### src/rtl/internet_rx_parser.sv
// internet_rx_parser
// IP receive layer. When the Ethernet layer signals a new frame, the 20-byte
// IPv4 header is read byte by byte from the shared frame RAM. The header is then
// validated: version/IHL, destination address, fragmentation, length and checksum.
// A good datagram is announced to the transport layer and held until it is
// acknowledged. A bad one is counted and dropped. In both cases the RAM buffer
// is then handed back to Ethernet with a one-cycle frameRelease pulse.
module internet_rx_parser #(
    parameter logic [31:0] DEVICE_IP = 32'h0a0105dd,
    parameter logic [7:0]  HDR_BASE  = 8'h0E
) (
    input  logic        clk,
    input  logic        reset_n,
    input  logic        newFrame,
    input  logic [10:0] frameLen,
    output logic        rdRAM,
    output logic [7:0]  rdAddr,
    input  logic [7:0]  rdData,
    input  logic        complete,
    output logic        newDatagram,
    input  logic        datagramAck,
    output logic [7:0]  protocolOut,
    output logic [31:0] sourceIP,
    output logic [15:0] datagramSize,
    output logic        frameRelease,
    output logic [7:0]  dropCount
);

    typedef enum logic [2:0] {
        IDLE,
        RDHDR,
        CHECK,
        DELIVER,
        DROP,
        RELEASE
    } state_t;

    state_t      state;
    state_t      nextState;

    logic [4:0]  cnt;
    logic        gap;
    logic [10:0] lenLatch;
    logic [16:0] acc;
    logic [7:0]  hiByte;

    logic [7:0]  verIhl;
    logic [15:0] totLen;
    logic [7:0]  fragHi;
    logic [7:0]  fragLo;
    logic [7:0]  proto;
    logic [31:0] srcIp;
    logic [31:0] dstIp;

    logic        byteDone;
    logic [15:0] csumFolded;
    logic        hdrOk;

    // A header byte is taken only while a read is actually outstanding.
    // The gap cycle after each completion is excluded.
    assign byteDone   = (state == RDHDR) && !gap && complete;

    // The final end-around fold of the checksum accumulator.
    assign csumFolded = acc[15:0] + {15'b0, acc[16]};

    // All header acceptance rules are combined here. DF (byte6 bit6) is deliberately not examined.
    assign hdrOk = (verIhl == 8'h45)
                && (dstIp == DEVICE_IP)
                && !fragHi[5]
                && (fragHi[4:0] == 5'd0)
                && (fragLo == 8'd0)
                && (totLen >= 16'd20)
                && (totLen <= {5'b0, lenLatch})
                && (csumFolded == 16'hFFFF);

    // State register
    always_ff @(posedge clk) begin
        if (!reset_n) begin
            state <= IDLE;
        end else begin
            state <= nextState;
        end
    end

    // Next-state selection and the state-decoded handshake outputs
    always_comb begin
        nextState    = state;
        rdRAM        = 1'b0;
        rdAddr       = 8'h00;
        newDatagram  = 1'b0;
        frameRelease = 1'b0;
        case (state)
            IDLE: begin
                if (newFrame) begin
                    nextState = RDHDR;
                end
            end
            RDHDR: begin
                rdRAM  = !gap;
                rdAddr = HDR_BASE + {3'b0, cnt};
                if (byteDone && (cnt == 5'd19)) begin
                    nextState = CHECK;
                end
            end
            CHECK: begin
                nextState = hdrOk ? DELIVER : DROP;
            end
            DELIVER: begin
                newDatagram = 1'b1;
                if (datagramAck) begin
                    nextState = RELEASE;
                end
            end
            DROP: begin
                nextState = RELEASE;
            end
            RELEASE: begin
                frameRelease = 1'b1;
                nextState    = IDLE;
            end
            default: begin
                nextState = IDLE;
            end
        endcase
    end

    // Byte counter, inter-read gap flag and the latched frame length
    always_ff @(posedge clk) begin
        if (!reset_n) begin
            cnt      <= 5'd0;
            gap      <= 1'b0;
            lenLatch <= 11'd0;
        end else begin
            gap <= byteDone;
            if ((state == IDLE) && newFrame) begin
                cnt      <= 5'd0;
                lenLatch <= frameLen;
            end else if (byteDone) begin
                cnt <= cnt + 5'd1;
            end
        end
    end

    // Capture the header fields needed for validation and delivery
    always_ff @(posedge clk) begin
        if (!reset_n) begin
            verIhl <= 8'h00;
            totLen <= 16'h0000;
            fragHi <= 8'h00;
            fragLo <= 8'h00;
            proto  <= 8'h00;
            srcIp  <= 32'h0;
            dstIp  <= 32'h0;
        end else if (byteDone) begin
            case (cnt)
                5'd0:    verIhl        <= rdData;
                5'd2:    totLen[15:8]  <= rdData;
                5'd3:    totLen[7:0]   <= rdData;
                5'd6:    fragHi        <= rdData;
                5'd7:    fragLo        <= rdData;
                5'd9:    proto         <= rdData;
                5'd12:   srcIp[31:24]  <= rdData;
                5'd13:   srcIp[23:16]  <= rdData;
                5'd14:   srcIp[15:8]   <= rdData;
                5'd15:   srcIp[7:0]    <= rdData;
                5'd16:   dstIp[31:24]  <= rdData;
                5'd17:   dstIp[23:16]  <= rdData;
                5'd18:   dstIp[15:8]   <= rdData;
                5'd19:   dstIp[7:0]    <= rdData;
                default: ;
            endcase
        end
    end

    // Ones'-complement checksum. Even bytes are held as the high half. Each
    // completed word is then added, and the previous carry is folded back in.
    always_ff @(posedge clk) begin
        if (!reset_n) begin
            acc    <= 17'd0;
            hiByte <= 8'h00;
        end else if ((state == IDLE) && newFrame) begin
            acc    <= 17'd0;
            hiByte <= 8'h00;
        end else if (byteDone) begin
            if (!cnt[0]) begin
                hiByte <= rdData;
            end else begin
                acc <= {1'b0, acc[15:0]} + {16'b0, acc[16]} + {1'b0, hiByte, rdData};
            end
        end
    end

    // Delivered datagram description. It is updated only by a header that passes,
    // so dropped frames leave the last good values in place.
    always_ff @(posedge clk) begin
        if (!reset_n) begin
            protocolOut  <= 8'h00;
            sourceIP     <= 32'h0;
            datagramSize <= 16'h0000;
        end else if ((state == CHECK) && hdrOk) begin
            protocolOut  <= proto;
            sourceIP     <= srcIp;
            datagramSize <= totLen - 16'd20;
        end
    end

    // Saturating count of rejected frames
    always_ff @(posedge clk) begin
        if (!reset_n) begin
            dropCount <= 8'h00;
        end else if ((state == DROP) && (dropCount != 8'hFF)) begin
            dropCount <= dropCount + 8'd1;
        end
    end

endmodule
### config.mk
export PLATFORM = sky130hd
export DESIGN_NAME = internet_rx_parser
export DESIGN_NICKNAME = d
export VERILOG_FILES = /design/src/rtl/internet_rx_parser.sv
export SDC_FILE = /design/constraint.sdc
export NUM_CORES = 1
export LEC_CHECK = 0
export ABC_AREA = 1
export ABC_CLOCK_PERIOD_IN_PS = 3000
export CAP_MARGIN = 5
export CORE_ASPECT_RATIO = 0.5
export CORE_MARGIN = 4
export CORE_UTILIZATION = 45
export DETAILED_ROUTE_END_ITERATION = 8
export DONT_BUFFER_PORTS = 1
export RECOVER_POWER = 25
export SYNTH_ARGS = -nofsm -noshare
export SYNTH_HDL_FRONTEND = slang
export SYNTH_SLANG_ARGS = --single-unit
### constraint.sdc
create_clock -name clk -period 3 [get_ports clk]
set_input_delay 0.45 -clock clk [delete_from_list [all_inputs] [get_ports clk]]
set_output_delay 0.45 -clock clk [all_outputs]
set_load 0.01 [all_outputs]
==> flow_summary.toml <==
[sta]
hold_viol = 0
finalSetupViolCount = 0
tightest_slew_ps = 787
slew_viol_final = 0
final.min_clock_period_ps = 2610
fin_setup_tns_ps = 0
fin_hold_ws_ps = 67.3
fmax_mhz = 382
finalCritPeriodShare = 0.872
slew_headroom = 0.476
setup_ws_ps = 385
finalClockSkew_ps = 9.19
grt_setup_unrepaired = "false"

[worst_setup_path]
critPathKind = "flip-flop to flip-flop"
path_buf_inv = 3
path_common_cell = "nand2_1"
crit_chain = "ha_1, ha_1, nand2_1, nor2_4, nand3_2, inv_2, nand2_1, nand2_1, inv_1, nor2_1, nand2_1, nor2_2, nand4_4, buf_4, o21ai_2, nor2_1"
crit_path_start_kind = "flip-flop"
cp_top_family = "simple AND/OR/NAND/NOR gates"
cpPeakStageDelay_ps = 360
arrival_ps = 3020
crit_required_ps = 3410
cp-end-kind = "flip-flop"
cp_slowest_cell = "dfxtp_1"
cp_max_fo = 32

[logic_synthesis]
synth_cell_types = 43
synth_edf_count = 0
async_flop_share = 0
seq_area_frac_synth = 0.419
synth_cells = 1430
syn_area_um2 = 10500
avgSynthCellArea_um2 = 7.32
synthFlopType = "dfxtp_1"
ys_warn_count = 0
ys_ff_latch = 219

[layout]
layout_common_cells = "inv_1, dfxtp_1, nand2_1"
fin_nets = 1474
n_antenna_cell = 0
final_cells = 1732
final_common_cell = "inv_1"
drive_gt1_frac = 0.0702
area_delta_synth_final_pct = 9.04
fin_util = 0.500

[drt]
first_pass_iters = 5
viasPerCell = 5.07
wire_per_inst_um = 15.3
drtIter0Drc = 486
num_vias = 8779
drc = 0
wirelength_mm = 26.5
antenna_left = 0

[die]
fp-row-count = 39
fp.dieH_um = 116
die_w_um = 224
start_util = 0.458
pin_count = 99
dieArea_um2 = 25900
core_area_um2 = 22800

[clock_tree]
cts_sinks = 219
cts_hold_buf = 0
tritoncts.num_buffers = 22
htree_levels = 1
clockBufferDepth = 3
cts_tree = "yes"
path_clk_slew_ps = 60
insertion_delay_ps = 520
post-cts-setup-buffers = 0
cts-root-buf = "clkbuf_16"
ctsResizeCount = 0

[power_and_ir_drop]
p_comb_frac = 0.116
p_leak_nw = 4.91
pwr-share-clk = 0.417
seqPwrFrac = 0.467
power.internal_mw = 4.83
power.share.switching = 0.271
power.density_nw_per_um2 = 581
switching_power_mw = 1.79
peakVddDrop_v = 0.000427

[global_routing]
grt_usage = 0.200
grt_max_degree = 114
grt_overflow = 0
grt_pass1_wl_mm = 42.3
grt_pass1_vias = 8235
antenna_found_initial = 0

[placement]
place_congestion = 0.914
placedCellCount = 1693
place_ws_ps = 298
portBuffers = 0
dp_hpwl_mm = 18.5

[hold_path]
hp-class = "primary input to flip-flop"

[flow_run]
maxCapViolations = 0

[outcome]
status = "finished, final reports clean"
registers in the layout (all words and copies together) (netlist names):
register / flops
dstIp: 32
sourceIP: 32
srcIp: 32
acc: 17
datagramSize: 16
totLen: 16
lenLatch: 11
dropCount: 8
fragLo: 8
hiByte: 8
proto: 8
protocolOut: 8
verIhl: 8
fragHi: 6
cnt: 5
state: 3
gap: 1
through the flow:
| stage | total power, mW | cell area (µm²) |
|---|---|---|
| final | 6.63 | 11400 |
| after global placement | 3.92 | 10700 |
| after global routing | 6.92 | 11400 |
| after detailed placement | 3.94 | 10700 |
| after floorplan | 3.74 | 10500 |
| after CTS | 6.71 | 11400 |
layer usage:
metal / vias to the layer above / routed length (µm) / track usage
met1: 4017 / 12900 / 0.276
met5: - / 0 / 0
li1: 4548 / - / -
met3: 46 / 1320 / 0.0357
met4: 0 / 574 / 0.0460
met2: 168 / 11700 / 0.331
Yosys cell counts, types with 5 or more instances:
master,number,area [µm²]
xor2_1,12,105
a211oi_1,40,300
nor3_1,20,100
o21ai_0,112,561
nor2_1,177,664
o21a_1,5,37.5
nor3b_2,25,313
xnor2_1,6,52.6
nor2_2,7,43.8
nand3_1,45,225
or2_2,5,31.3
nand2_1,217,815
buf_2,17,85.1
nand4_1,10,62.6
ha_1,38,475
a21oi_1,158,791
inv_1,233,875
dfxtp_1,219,4380
clkbuf_1,32,120
o211ai_1,5,37.5
cells by family (layout without fill, tap and decap cells):
logic type | count (synthesis) | count (layout) | synth area share
and+or+nand+nor | 521 | 521 | 0.230
AOI/OAI and AO/OA | 334 | 334 | 0.175
xor gates and xnor gates | 18 | 18 | 0.0151
adders and majority gates | 40 | 40 | 0.0493
buffers and inverters | 297 | 291 | 0.112
other | 1 | 2 | 0.000358
DFF | 219 | 219 | 0.419
worst register-to-register path: cells and delay by family (launching register included):
| kind | cells | cell delay (ps) |
|---|---|---|
| buf+inv | 3 | 430 |
| flops | 1 | 360 |
| simple gates | 10 | 1120 |
| fa+ha+maj | 2 | 400 |
| compound gates | 1 | 200 |
area by class of cell:
type	count	area [µm²]
fill	2225	11400
multi-input combinational	915	4910
sequential	219	4380
inverter	238	893
clock buffer	32	639
tap	307	384
timing repair buffer	14	126
clock inverter	7	72.6
power groups by stage:
stage	registers, mW	clock network (mW)	logic, mW
after detailed placement	3.16	0	0.776
after CTS	3.09	2.83	0.780
after floorplan	3.14	0	0.600
final	3.09	2.76	0.771
after global routing	3.10	2.94	0.877
after global placement	3.16	0	0.760
final timing paths:
kind,start,to,slack (ps),cells past startpoint
worst min register to register,dstIp[10],dstIp[10],440,2
worst max-delay path,acc[0],datagramSize[11],390,16
worst min-delay path,reset_n,dropCount[6],70,2
worst max register to register,acc[0],datagramSize[11],390,16
(Power assumes the default switching activity.)
